--- src/rtl/cache_mem_arbiter.sv ---
// cache_mem_arbiter: shares one line-wide memory port between icache misses,
// dcache reads/writebacks and next-line instruction prefetches. A one-line
// prefetch buffer serves icache misses without a memory trip on a hit.
module cache_mem_arbiter #(
    parameter int unsigned LINE_W = 256,
    parameter int unsigned OFF_W  = 5,
    parameter int unsigned PF_EN  = 1
) (
    input  logic              clk,
    input  logic              rst,
    input  logic [31:0]       ic_addr,
    input  logic              ic_read,
    output logic [LINE_W-1:0] ic_rdata,
    output logic              ic_resp,
    input  logic [31:0]       dc_addr,
    input  logic              dc_read,
    input  logic              dc_write,
    input  logic [LINE_W-1:0] dc_wdata,
    output logic [LINE_W-1:0] dc_rdata,
    output logic              dc_resp,
    input  logic              pf_valid,
    input  logic [31:0]       pf_addr,
    output logic [31:0]       mem_addr,
    output logic              mem_read,
    output logic              mem_write,
    output logic [LINE_W-1:0] mem_wdata,
    input  logic [LINE_W-1:0] mem_rdata,
    input  logic              mem_resp
);

    localparam bit PF_ON = (PF_EN != 0);

    typedef enum logic [1:0] {S_IDLE, S_IC, S_DC, S_PF} state_t;
    typedef enum logic {RR_IC, RR_DC} rr_t;

    state_t            state;
    rr_t               rr_last;
    logic              buf_valid;
    logic [31:0]       buf_addr;
    logic [LINE_W-1:0] buf_data;
    logic              pf_pend;
    logic [31:0]       pf_pend_addr;

    logic [31:0]       ic_line;
    logic [31:0]       dc_line;
    logic [31:0]       pf_line;
    logic              ic_hit;
    logic              dc_req;
    logic              grant_dc;
    logic              pf_go;
    logic              unused_offsets;

    // Line addresses, grant decision and the combinational response paths.
    always_comb begin
        ic_line  = {ic_addr[31:OFF_W], {OFF_W{1'b0}}};
        dc_line  = {dc_addr[31:OFF_W], {OFF_W{1'b0}}};
        pf_line  = {pf_addr[31:OFF_W], {OFF_W{1'b0}}};
        ic_hit   = PF_ON && (state == S_IDLE) && ic_read && buf_valid && (ic_line == buf_addr);
        dc_req   = dc_read | dc_write;
        // dcache wins when icache is idle or when icache was granted last tie
        grant_dc = dc_req && (!ic_read || (rr_last == RR_IC));
        // a hint whose line already sits in the buffer is held back, not fetched twice
        pf_go    = PF_ON && pf_pend && !(buf_valid && (pf_pend_addr == buf_addr));
        ic_resp  = ic_hit || ((state == S_IC) && mem_resp);
        dc_resp  = (state == S_DC) && mem_resp;
        ic_rdata = ic_hit ? buf_data : (ic_resp ? mem_rdata : '0);
        dc_rdata = dc_resp ? mem_rdata : '0;
        unused_offsets = ^{ic_addr[OFF_W-1:0], dc_addr[OFF_W-1:0], pf_addr[OFF_W-1:0]};
    end

    // Arbitration FSM with registered memory-side outputs, prefetch buffer and hint register.
    always_ff @(posedge clk or posedge rst) begin
        if (rst) begin
            state        <= S_IDLE;
            rr_last      <= RR_IC;
            mem_addr     <= '0;
            mem_read     <= 1'b0;
            mem_write    <= 1'b0;
            mem_wdata    <= '0;
            buf_valid    <= 1'b0;
            buf_addr     <= '0;
            buf_data     <= '0;
            pf_pend      <= 1'b0;
            pf_pend_addr <= '0;
        end else begin
            case (state)
                S_IDLE: begin
                    if (ic_hit) begin
                        buf_valid <= 1'b0;
                    end else if (ic_read || dc_req) begin
                        // round-robin pointer only moves on a real tie
                        if (ic_read && dc_req) begin
                            rr_last <= grant_dc ? RR_DC : RR_IC;
                        end
                        if (grant_dc) begin
                            state     <= S_DC;
                            mem_addr  <= dc_line;
                            mem_read  <= dc_read;
                            mem_write <= dc_write;
                            if (dc_write) begin
                                mem_wdata <= dc_wdata;
                                if (dc_line == buf_addr) begin
                                    buf_valid <= 1'b0;
                                end
                            end
                        end else begin
                            state    <= S_IC;
                            mem_addr <= ic_line;
                            mem_read <= 1'b1;
                        end
                    end else if (pf_go) begin
                        state    <= S_PF;
                        mem_addr <= pf_pend_addr;
                        mem_read <= 1'b1;
                        pf_pend  <= 1'b0;
                    end
                end
                S_IC, S_DC: begin
                    if (mem_resp) begin
                        state     <= S_IDLE;
                        mem_read  <= 1'b0;
                        mem_write <= 1'b0;
                    end
                end
                S_PF: begin
                    if (mem_resp) begin
                        state     <= S_IDLE;
                        mem_read  <= 1'b0;
                        mem_write <= 1'b0;
                        buf_data  <= mem_rdata;
                        buf_addr  <= mem_addr;
                        buf_valid <= 1'b1;
                    end
                end
                default: state <= S_IDLE;
            endcase
            // a new hint overrides both an older hint and the clear on issue
            if (PF_ON && pf_valid) begin
                pf_pend      <= 1'b1;
                pf_pend_addr <= pf_line;
            end
        end
    end

    // Requester handshake rules.
    a_dc_excl:  assert property (@(posedge clk) disable iff (rst) !(dc_read && dc_write));
    a_ic_hold:  assert property (@(posedge clk) disable iff (rst) (ic_read && !ic_resp) |=> ic_read);
    a_dcr_hold: assert property (@(posedge clk) disable iff (rst) (dc_read && !dc_resp) |=> dc_read);
    a_dcw_hold: assert property (@(posedge clk) disable iff (rst) (dc_write && !dc_resp) |=> dc_write);

endmodule

--- config.mk ---
export PLATFORM = sky130hd
export DESIGN_NAME = cache_mem_arbiter
export DESIGN_NICKNAME = d
export VERILOG_FILES = /design/src/rtl/cache_mem_arbiter.sv
export SDC_FILE = /design/constraint.sdc
export NUM_CORES = 1
export LEC_CHECK = 0
export CORE_AREA = 2 2 554 556
export DETAILED_ROUTE_END_ITERATION = 8
export DIE_AREA = 0 0 556 558
export SYNTH_ARGS = -nofsm -noshare
export SYNTH_HDL_FRONTEND = slang
export SYNTH_SLANG_ARGS = --single-unit
--- constraint.sdc ---
create_clock -name clk -period 31.1 [get_ports clk]
set_input_delay 6.22 -clock clk [delete_from_list [all_inputs] [get_ports clk]]
set_output_delay 6.22 -clock clk [all_outputs]
set_load 0.05 [all_outputs]
==> results of run 1 <==
-- power groups by stage --
| stage | Combinational (mW) | Clock [mW] | Sequential, mW |
|---|---|---|---|
| final | 2.88 | 1.05 | 1.41 |
| after global routing | 2.98 | 1.12 | 1.46 |
| after CTS | 2.94 | 1.09 | 1.41 |
| after detailed placement | 2.93 | 0 | 1.42 |
| after global placement | 2.92 | 0 | 1.40 |
| after floorplan | 1.03 | 0 | 2.03 |
-- cells in the final DEF (no fill, tap or decap), types with 27 or more instances in the layout --
cell / n
nand2_1: 571
mux2_1: 200
clkbuf_16: 90
dfrtp_1: 600
diode_2: 51
clkdlybuf4s50_1: 1394
and3_1: 256
xnor2_1: 63
nor2_1: 29
a31oi_1: 27
buf_4: 33
nand3_1: 258
mux2_2: 393
-- through the flow --
stage | area [sq um] | std cells | power (mW) | utilization
floorplan | 29350 | 2714 | 3.053 | -
global placement | 47540 | 7916 | 4.318 | 0.1561
detailed placement | 47540 | 7916 | 4.342 | 0.1561
CTS | 50440 | 8065 | 5.443 | 0.1656
global route | 50450 | 8071 | 5.556 | 0.1657
finish | 50570 | 8116 | 5.342 | 0.1660
-- worst max path at each step --
stage | startpoint | endpoint | depth (start not counted)
6_report | ic_addr[6] | ic_rdata[83] | 10
3_3_place_gp | ic_addr[29] | ic_rdata[3] | 10
2_1_floorplan | rst | buf_addr[10]$_DFFE_PP0P_ | 1
4_1_cts | ic_addr[14] | ic_rdata[84] | 10
3_5_place_dp | ic_addr[14] | ic_rdata[84] | 10
5_1_grt | ic_read | ic_rdata[3] | 10
-- registers in the layout, summed over array words and instances (netlist names) --
signal	cells
mem_write	1
rr_last	1
pf_pend_addr	27
pf_pend	1
buf_data	256
mem_addr	27
buf_valid	1
buf_addr	27
mem_read	1
mem_wdata	256
state	2
-- routing by layer --
layer  track usage  vias up
met2        0.2529     1648
li1              -    12020
met4       0.04641      134
met5             0        -
met3       0.07420      462
met1        0.1960    14360
-- kinds of logic after synthesis --
kind of cell               count (synthesis)
AOI/OAI and AO/OA                         44
other                                      1
muxes                                    593
adders and majority gates                  5
DFF                                      600
xor gates and xnor gates                  82
buffers and inverters                    232
and+or+nand+nor                         1153
-- cell type report --
type	instances	area, sq um
clock inverters	34	392.9
clock buffers	115	2506
multi-input cells	1882	13220
flip-flops and latches	600	15010
repair buffers	1432	14280
well taps	3997	5001
fillers	33680	254000
inverters	5	26.28
diodes	51	127.6
-- critical path, cell delays in order --
cell	delay, ns
clkdlybuf4s50_1	0.47
xnor2_1	0.59
nand4_1	0.27
nor4_2	0.43
and3_4	0.50
buf_4	0.66
buf_4	0.77
nand2_1	0.11
nand2_1	0.18
clkdlybuf4s50_1	1.01
==> run_results.csv, run 1 <==
group,metric,value,unit
floorplan,start_util,0.09633,
timing,max_freq,0.05677,GHz
timing,min_period,17.62,ns
floorplan,dieWidth,556,um
timing,finalHoldViolations,0,
route,post_drt_wl_per_cell,32.09,um
clock_tree,cts_resized,0,
floorplan,fp-row-count,203,
power_and_ir_drop,power.net_switching,2.608,mW
power_and_ir_drop,vdd_ir_drop_max,0.05216,mV
setup_path,r2r_start,"state[0]$_DFFE_PP0P_",
logic_synthesis,synth_top_family_by_area,"multiplexers",
hold_path,hold_class,"flip-flop to flip-flop",
timing,fin_ws,13.48,ns
clock_tree,cts_buffer_depth,4,
logic_synthesis,ys_seq_area_frac,0.5118,
global_routing,grt_pass1_wl,322800,um
logic_synthesis,ys_warn_count,0,
clock_tree,cts_tree,"built",
global_routing,grt_antenna_before_repair,212,
clock_tree,clk-insertion-delay-late,0.82,ns
timing,slew_headroom,0.1883,
logic_synthesis,synth-edff-count,0,
floorplan,die_h,558,um
timing,worst_pin_slew,1.218,ns
clock_tree,numCtsBuffers,90,
setup_path,reg2regPathDepth,10,
route,wl_met2,114400,um
route,vias,28620,
power_and_ir_drop,leakagePower,20.74,nW
clock_tree,cts_root_buf,"clkbuf_16",
route,wl_met3,30230,um
global_routing,grt_usage,0.1612,
placed_design,place.gp.congestion,0.9293,
route,top_layer_used,"met5",
power_and_ir_drop,internal_power,2.734,mW
setup_path,crit_type,"input port to primary output",
power_and_ir_drop,swShare,0.4881,
hold_path,worstHoldPathCells,1,
timing,finalSetupViolations,0,
logic_synthesis,yosysTopAreaCell,"dfrtp_1",
logic_synthesis,synth_area_leaders,"dfrtp_1 (51%), mux2_2 (15%), mux2_1 (7.7%)",
logic_synthesis,synth_seq_cells,600,
hold_path,whs_endpoint,"mem_wdata[113]$_DFFE_PP0P_",
timing,finalHoldWorstSlack,0.4878,ns
placed_design,numPortBuffers,1398,
timing,slew_viol_final,0,
clock_tree,post_cts_buffers,0,
clock_tree,htreeDepth,3,
logic_synthesis,synth_area_per_cell,10.82,sq um
setup_path,reg2reg_slack,25.80,ns
cells_and_area,areaGrowthSynthToFinish,72.37,%
route,firstDrtPassIters,5,
timing,clock_skew,0.08668,ns
logic_synthesis,synth_top_area_share,0.5118,
power_and_ir_drop,power_frac_seq,0.264,
setup_path,cp-end-kind,"primary output",
clock_tree,clock_sinks,600,
setup_path,critPathLaunchType,"input port",
floorplan,core_area,304500,sq um
logic_synthesis,ys.flop_type,"dfrtp_1",
route,remaining_drc_errors,0,
logic_synthesis,synth_cell_types,42,
power_and_ir_drop,power_density,105.6,nW/um^2
logic_synthesis,muxShareOfSynthArea,0.2276,
cells_and_area,drive_above_1_share,0.1431,
setup_path,r2r-end,"mem_wdata[110]$_DFFE_PP0P_",
logic_synthesis,async_flop_share,1.000,
logic_synthesis,postSynthCellCount,2710,
logic_synthesis,yosys.area_share.simple,0.1840,
route,ant_nets,0,
power_and_ir_drop,clkPwrFrac,0.196,
logic_synthesis,synth_fa_ha_area_frac,0.002133,
timing,tns,0,ns
clock_tree,ctsHoldBuffers,0,
global_routing,grt_overflow,0,
logic_synthesis,synth_common_cells,"dfrtp_1 (600), nand2_1 (572), mux2_2 (393)",
flow_run,drv_cap,0,
route,via_per_inst,3.526,
setup_path,crit_arrival,11.40,ns
route,wl,260500,um
floorplan,io_pins,1419,
global_routing,grt_pass1_vias,28540,
timing,period_share,0.5664,
logic_synthesis,synth_area,29340,sq um
logic_synthesis,synth_compound_gate_area_share,0.01007,
placed_design,hpwl,219300,um
floorplan,dieArea,310200,sq um
placed_design,place_ws,13.53,ns
clock_tree,clkSlewWorstSetupHoldPaths,0.05,ns
timing,rsz0062_at_grt,"no",
logic_synthesis,post-synth-top-count-cell,"dfrtp_1",
cells_and_area,nets,4631,
outcome,status,"complete, no violations",
logic_synthesis,synth_xor_area_frac,0.02448,
route,wl_met1,105500,um
setup_path,required,24.88,ns
route,drt_iter0_drc,1964,
global_routing,grt_max_degree,129,
setup_path,cp_max_fo,70,
power_and_ir_drop,comb_power_share,0.540,
hold_path,min_from,"mem_wdata[113]$_DFFE_PP0P_",
Note: power is estimated with default switching activity, not from simulation.
==> inputs of run 2 (changes only) <==
CORE_AREA = 2 2 559 561   (was 2 2 554 556)
DIE_AREA = 0 0 561 563   (was 0 0 556 558)
clock period = 14.3 ns   (was 31.1 ns; I/O delays follow)
==> run 2 against run 1 <==
Effect of this change:
- global-route usage is 0.13 points higher
- clock power is 110% higher
- hold slack better by 0.0015 ns
- register-to-register slack got worse by 17 ns
- design area grew 0.28%
- worst setup slack got worse by 9.7 ns
- routed wire length grew 2.6%
- combinational power increased by 120%
- clock skew shrank 0.024 ns
- critical path type unchanged
- critical endpoint is now ic_rdata[39]
- largest cell class unchanged
==> run_results.csv, run 2 (synthesis results as in run 1) <==
group,metric,value,unit
outcome,status,"complete, no violations",
cells_and_area,final_common_cell,"clkdlybuf4s50_1",
power_and_ir_drop,vdd_ir_drop_max,0.1060,mV
route,vias,28990,
clock_tree,post_cts_buffers,0,
cells_and_area,reg.largest.list,"buf_data: 256 flops, mem_wdata: 256 flops",
floorplan,dieArea,315800,sq um
clock_tree,clock_sinks,600,
setup_path,reg2regPathDepth,10,
floorplan,dieWidth,561,um
clock_tree,cts_resized,0,
cells_and_area,nets,4627,
global_routing,grt_overflow,0,
global_routing,grt_antenna_before_repair,258,
setup_path,required,11.44,ns
placed_design,hpwl,226400,um
clock_tree,ctsHoldBuffers,0,
clock_tree,cts_root_buf,"clkbuf_16",
hold_path,worstHoldPathCells,1,
clock_tree,clk-insertion-delay-late,0.81,ns
setup_path,critPathLaunchType,"input port",
clock_tree,cts_tree,"built",
timing,period_share,0.7379,
cells_and_area,fin_area,50710,sq um
floorplan,die_h,563,um
hold_path,whs_endpoint,"mem_wdata[102]$_DFFE_PP0P_",
timing,slew_viol_final,0,
global_routing,grt_usage,0.1625,
hold_path,hold_class,"flip-flop to flip-flop",
global_routing,grt_max_degree,136,
route,via_per_inst,3.509,
hold_path,min_from,"mem_wdata[102]$_DFFE_PP0P_",
clock_tree,htreeDepth,3,
clock_tree,cts_buffer_depth,4,
timing,finalSetupViolations,0,
placed_design,place.gp.congestion,0.9494,
cells_and_area,areaGrowthSynthToFinish,72.86,%
floorplan,fp-row-count,205,
route,post_drt_wl_per_cell,32.34,um
placed_design,placed_area,47740,sq um
cells_and_area,layoutNonFillerInstCount,8263,
flow_run,drv_cap,0,
timing,max_freq,0.09477,GHz
route,remaining_drc_errors,0,
route,wl,267200,um
power_and_ir_drop,power_density,226.6,nW/um^2
setup_path,crit_type,"input port to primary output",
floorplan,io_pins,1419,
setup_path,cp-end-kind,"primary output",
timing,slew_headroom,0.2052,
route,firstDrtPassIters,8,
cells_and_area,fin_util,0.1634,
setup_path,reg2reg_slack,8.89,ns
setup_path,r2r_start,"state[0]$_DFFE_PP0P_",
clock_tree,clkSlewWorstSetupHoldPaths,0.06,ns
placed_design,numPortBuffers,1398,
setup_path,r2r-end,"mem_wdata[214]$_DFFE_PP0P_",
setup_path,crit_arrival,7.69,ns
timing,finalHoldViolations,0,
setup_path,cp_max_fo,67,
power_and_ir_drop,leakagePower,20.70,nW
timing,min_period,10.55,ns
route,drt_iter0_drc,2280,
timing,tns,0,ns
power_and_ir_drop,power,11.49,mW
global_routing,grt_pass1_wl,330400,um
clock_tree,numCtsBuffers,89,
floorplan,start_util,0.09452,
route,ant_nets,0,
placed_design,dpl.cell_count,8056,
floorplan,core_area,310400,sq um
timing,worst_pin_slew,1.192,ns
timing,rsz0062_at_grt,"no",
global_routing,grt_pass1_vias,28430,
timing,clock_skew,0.06310,ns
cells_and_area,drive_above_1_share,0.1408,
cells_and_area,layout_common_cells,"clkdlybuf4s50_1 (1392), dfrtp_1 (600), nand2_1 (571)",
==> run 2: metal layers <==
metal,routed length [um],global-route usage,up-vias
met5,1049,0,-
met4,10050,0.05000,152
met3,34510,0.09195,566
met2,119500,0.2601,1820
met1,102100,0.1820,14460
li1,-,-,12000
==> run 2: where the power goes <==
part	switching [mW]	internal, mW
registers	0.505	2.54
logic	4.16	2.07
clock network	0.922	1.29
total	5.59	5.90
==> run 2: cell type report <==
| cell class | instances | area (sq um) |
|---|---|---|
| Inverter | 5 | 22.52 |
| Clock inverter | 29 | 335.3 |
| Antenna cell | 52 | 130.1 |
| Sequential cell | 600 | 15010 |
| Clock buffer | 126 | 2506 |
| Timing Repair Buffer | 1429 | 14300 |
| Fill cell | 34610 | 259700 |
| Multi-Input combinational cell | 1882 | 13220 |
| Tap cell | 4140 | 5180 |
==> run 2: worst max path at each step <==
stage	start	end	slack [ns]	cells past startpoint
6_report	ic_addr[14]	ic_rdata[39]	3.75	10
4_1_cts	ic_addr[20]	ic_rdata[39]	3.65	10
3_3_place_gp	ic_addr[20]	ic_rdata[39]	3.67	10
5_1_grt	ic_addr[14]	ic_rdata[39]	3.51	10
2_1_floorplan	rst	buf_addr[10]$_DFFE_PP0P_	3.26	1
3_5_place_dp	ic_addr[14]	ic_rdata[39]	3.65	10
==> run 2: critical path, stage by stage <==
cell,delay (ns)
clkdlybuf4s50_1,0.46
xor2_1,0.25
or4_1,0.56
nor4_2,0.37
and3_4,0.59
buf_4,0.58
buf_4,0.71
nand2_1,0.13
nand2_1,0.16
clkdlybuf4s50_1,0.85
==> run 2: per-stage QoR <==
step / hold slack (ns) / setup WS, ns
after floorplan: 0.4667 / 3.257
after global placement: 0.4721 / 3.666
after detailed placement: 0.4799 / 3.654
after CTS: 0.4940 / 3.648
after global routing: 0.4954 / 3.509
final: 0.4893 / 3.748
==> RTL change 1 (settings of run 2) <==
Set the parameter `LINE_W` to 248 (it was 256).
--- a/src/rtl/cache_mem_arbiter.sv
+++ b/src/rtl/cache_mem_arbiter.sv
@@ -2,7 +2,7 @@
 // dcache reads/writebacks and next-line instruction prefetches. A one-line
 // prefetch buffer serves icache misses without a memory trip on a hit.
 module cache_mem_arbiter #(
-    parameter int unsigned LINE_W = 256,
+    parameter int unsigned LINE_W = 248,
     parameter int unsigned OFF_W  = 5,
     parameter int unsigned PF_EN  = 1
 ) (
Ports: changed (5 resized); port bits go from 1419 to 1379. The function was not compared with the original's and may differ.
==> RTL change 1 against run 2 <==
Hold slack better by 0.012 ns. Total power down 2.2%. Critical path depth unchanged. Via count down 5.2%. Sequential cell count down 16. Wire length down 14%. Final area down 1.9%. Synthesized area down 2.9%. Register-to-register slack worse by 0.51 ns. Core utilization down 0.30 points. Global-route usage down 2.3 points. Worst setup slack better by 0.25 ns. Count of clock-buffer cells in the layout down 18. Combinational power down 3.9%. Critical path type unchanged. Largest cell class unchanged. Largest power group unchanged. Highest routed layer unchanged.
==> RTL change 1: results (changes against run 2) <==
seq_cell_power_mw: 2.98  # -2%
rd_place_congestion: 0.970  # +2.1%
post_synth_num_cell_types: 40  # -4.8%
dp_cells: 7958  # -1.2%
layoutNonFillerInstCount: 8160  # -1.2%
timing.slew.headroom_pct: 21.7  # +1.2 points
numPortBuffers: 1358  # -2.9%
reg_top3: "buf_data (248), mem_wdata (248)"
worst_ir_drop_vdd_mv: 0.151  # +43%
grt_total_usage_pct: 14.0  # -2.3 points
critPathArrivalTime_ns: 7.45  # -0.24 ns
drt_pass1_iterations: 5  # -3
synthAdderAreaFrac_pct: 0.220  # +0.0064 points
run_status: "finished clean"
grt_start_max_net_pins: 145  # +6.6%
synth-compound-area-share_pct: 1.08  # +0.070 points
worst_clock_skew_ns: 0.0774  # +0.0143 ns
holdPathEnd: "buf_data[116]"
fin_nets: 4509  # -2.6%
post_synth_most_frequent_cells: "584 x dfrtp_1, 557 x mux2_2, 556 x nand2_1"
launching_instance_or_port_of_the_critical_path: "ic_addr[18]"
grt_pass1_vias: 27410  # -3.6%
static-leakage-power_nw: 20.4  # -1.6%
cp_max_fo: 51  # -24%
netlist_instances: 2638  # -2.7%
dpl-instance-area_um2: 46700  # -2.1%
ratio_of_cells_with_drive_above_1_in_the_final_layout_pct: 19.5  # +5.5 points
setup.worst_path.end: "ic_rdata[64]"
postRouteWirelength_um: 230000  # -14%
final.fill_count: 34511  # -0.30%
post_synth_mux_area_share_pct: 23.1  # +0.31 points
post_synth_xor_area_fraction_pct: 2.52  # +0.073 points
powerDensity_nw_per_um2: 226  # -0.39%
synth_top_cells_by_area: "dfrtp_1 51%, mux2_2 22%, nand2_1 7.3%"
ys_seq_area_share_pct: 51.3  # +0.12 points
dpl.hpwl_um: 192000  # -15%
worst_hold_startpoint: "buf_data[116]"
cts_inserted_buffers: 85  # -4.5%
r2r_setup_slack_ns: 8.38  # -0.51 ns
detail_route.iter0.violations: 1947  # -15%
regToRegEndpoint: "mem_wdata[38]"
worst_path_largest_cell_delay_ns: 0.92  # +0.07 ns
power.share.switching_pct: 47.0  # -1.6 points
antenna_found_initial: 193  # -25%
finalHoldWorstSlack_ns: 0.502  # +0.0124 ns
wire_length_of_the_first_global_routing_pass_um: 290000  # -12%
fin_crit_ns: 10.31  # -0.245 ns
reg2reg_depth: 11  # +1
powerComb_mw: 5.99  # -3.9%
==> RTL change 1: per-layer routing <==
metal	up-vias	track usage (%)	routed length (um)	part of all wire (%)
met3	488	8.47	31600	14
met2	1664	21.2	98100	43
li1	11683	-	-	-
met5	-	0	836	0.36
met1	13524	15.4	86500	38
met4	124	6.66	12800	5.6
==> RTL change 1: area by class of cell <==
type,instances,area (um^2),share of cell area [%]
multi-input cells,1835,13000,26.1
repair buffers,1395,14000,28.1
diodes,51,128,0.256
well taps,4140,5180,10.4
clock inverters,43,556,1.12
flip-flops and latches,584,14600,29.4
clock buffers,108,2330,4.69
inverters,4,18.8,0.0377
==> RTL change 1: kinds of logic after synthesis <==
family | after synthesis
AND/OR/NAND/NOR | 1123
multiplexers | 577
flip-flops | 584
other | 1
adder cells (fa/ha/maj) | 5
XOR/XNOR | 82
buffers and inverters | 223
AO/OA/AOI/OAI | 43
==> RTL change 2 (settings of run 2) <==
Without the edit above. Register the output `dc_rdata`, without a reset; this adds one clock of latency there. The other outputs are not delayed to match.
--- a/src/rtl/cache_mem_arbiter.sv
+++ b/src/rtl/cache_mem_arbiter.sv
@@ -33,6 +33,8 @@
     typedef enum logic [1:0] {S_IDLE, S_IC, S_DC, S_PF} state_t;
     typedef enum logic {RR_IC, RR_DC} rr_t;
 
+    logic [LINE_W-1:0] dc_rdata_d;
+
     state_t            state;
     rr_t               rr_last;
     logic              buf_valid;
@@ -64,7 +66,7 @@
         ic_resp  = ic_hit || ((state == S_IC) && mem_resp);
         dc_resp  = (state == S_DC) && mem_resp;
         ic_rdata = ic_hit ? buf_data : (ic_resp ? mem_rdata : '0);
-        dc_rdata = dc_resp ? mem_rdata : '0;
+        dc_rdata_d = dc_resp ? mem_rdata : '0;
         unused_offsets = ^{ic_addr[OFF_W-1:0], dc_addr[OFF_W-1:0], pf_addr[OFF_W-1:0]};
     end
 
@@ -148,5 +150,9 @@
     a_dcr_hold: assert property (@(posedge clk) disable iff (rst) (dc_read && !dc_resp) |=> dc_read);
     a_dcw_hold: assert property (@(posedge clk) disable iff (rst) (dc_write && !dc_resp) |=> dc_write);
 
+    always_ff @(posedge clk) begin
+        dc_rdata <= dc_rdata_d;
+    end
+
 endmodule
 
Check against the original RTL: not settled (the Yosys comparison gave no result); the edit may change what the design does.
==> RTL change 2 against run 2 <==
Synthesized area grew 17%. Total power increased by 13%. Sequential cell count up 256. Final area rose by 13%. Wire length is 3.6% lower. Count of clock-buffer cells in the layout is 39 higher. Clock skew shrank 0.011 ns. Worst setup slack improved by 0.14 ns. Critical path depth stayed put.
==> RTL change 2: results (changes against run 2) <==
run_status: "finished clean"
grt_total_usage_pct: 15.7  # -0.56 points
multi_input_cells: 1882  # unchanged
reg_top3: "buf_data (256), dc_rdata (256), mem_wdata (256)"
cell_internal_pwr_mw: 7.24  # +23%
power.share.switching_pct: 44.5  # -4.2 points
pwr-share-seq_pct: 29.8  # +3.3 points
nNonClkBuffers: 1431  # +0.14%
grt_start_max_net_pins: 151  # +11%
netlist_instances: 2966  # +9.4%
r2r_setup_slack_ns: 8.59  # -0.30 ns
worst_clock_skew_ns: 0.0521  # -0.0110 ns
dpl-instance-area_um2: 52900  # +11%
routedWlPerCell_um: 29.9  # -7.5%
nClkBuffers: 165  # +31%
static-leakage-power_nw: 23.4  # +13%
critPathTopFamily: "buffers and inverters"
fraction_of_standard_cell_area_in_multi_input_logic_pct: 23.2  # -2.9 points
regToRegEndpoint: "mem_wdata[187]"
dpl.hpwl_um: 212000  # -6.3%
reg2reg_depth: 11  # +1
synthAdderAreaFrac_pct: 0.182  # -0.032 points
cts_inserted_buffers: 115  # +29%
launching_instance_or_port_of_the_critical_path: "ic_read"
fin_crit_ns: 10.42  # -0.135 ns
buf_share_pct: 25.1  # -3.1 points
clock_buf_inv_share_pct: 6.99  # +1.4 points
ys_seq_area_share_pct: 58.4  # +7.3 points
ratio_of_cells_with_drive_above_1_in_the_final_layout_pct: 14.8  # +0.70 points
insertion_delay_ns: 0.85  # +0.04 ns
worst_hold_startpoint: "mem_wdata[104]"
fin_nets: 4911  # +6.1%
post_synth_mux_area_share_pct: 19.4  # -3.4 points
wire_length_of_the_first_global_routing_pass_um: 325000  # -1.7%
dp_cells: 8314  # +3.2%
finalHoldWorstSlack_ns: 0.486  # -0.00332 ns
holdPathEnd: "mem_wdata[104]"
layoutNonFillerInstCount: 8604  # +4.1%
detail_route.iter0.violations: 1915  # -16%
detailroute.via_count: 30468  # +5.1%
clock_power_mw: 3.08  # +39%
synth-compound-area-share_pct: 0.857  # -0.15 points
n_antenna_cell: 77  # +48%
final.fill_count: 33990  # -1.8%
post_synth_xor_area_fraction_pct: 2.08  # -0.36 points
nFlopsAndLatches: 856  # +43%
final_design_area_no_fill_um2: 57100  # +13%
-- RTL change 2: cell count changes in the layout (fill, tap and decap cells not counted), moves of 3 or more --
cell | run 2 | this run
clkbuf_8 | 14 | 32
bufinv_16 | 4 | 7
buf_4 | 28 | 35
clkbuf_1 | 23 | 14
dfxtp_1 | 0 | 256
diode_2 | 52 | 77
clkbuf_16 | 89 | 119
clkdlybuf4s50_1 | 1392 | 1387
clkinv_2 | 10 | 21
inv_6 | 3 | 6
-- RTL change 2: worst reg2reg max path: cells and delay by family, from the launching register on --
family | cells | cell delay [ns]
buf+inv | 4 | 2.17
simple gates | 5 | 2.22
flops | 1 | 0.42
mux | 1 | 0.46
fa+ha+maj | 1 | 0.34
-- RTL change 2: routing by layer --
metal	wire length [um]	GRT usage, %	part of all wire, %	vias up
li1	-	-	-	12902
met1	92000	16.5	36	15043
met2	113000	24.5	44	1785
met3	40000	11.0	16	548
met4	11100	5.65	4.3	190
met5	1240	0	0.48	-
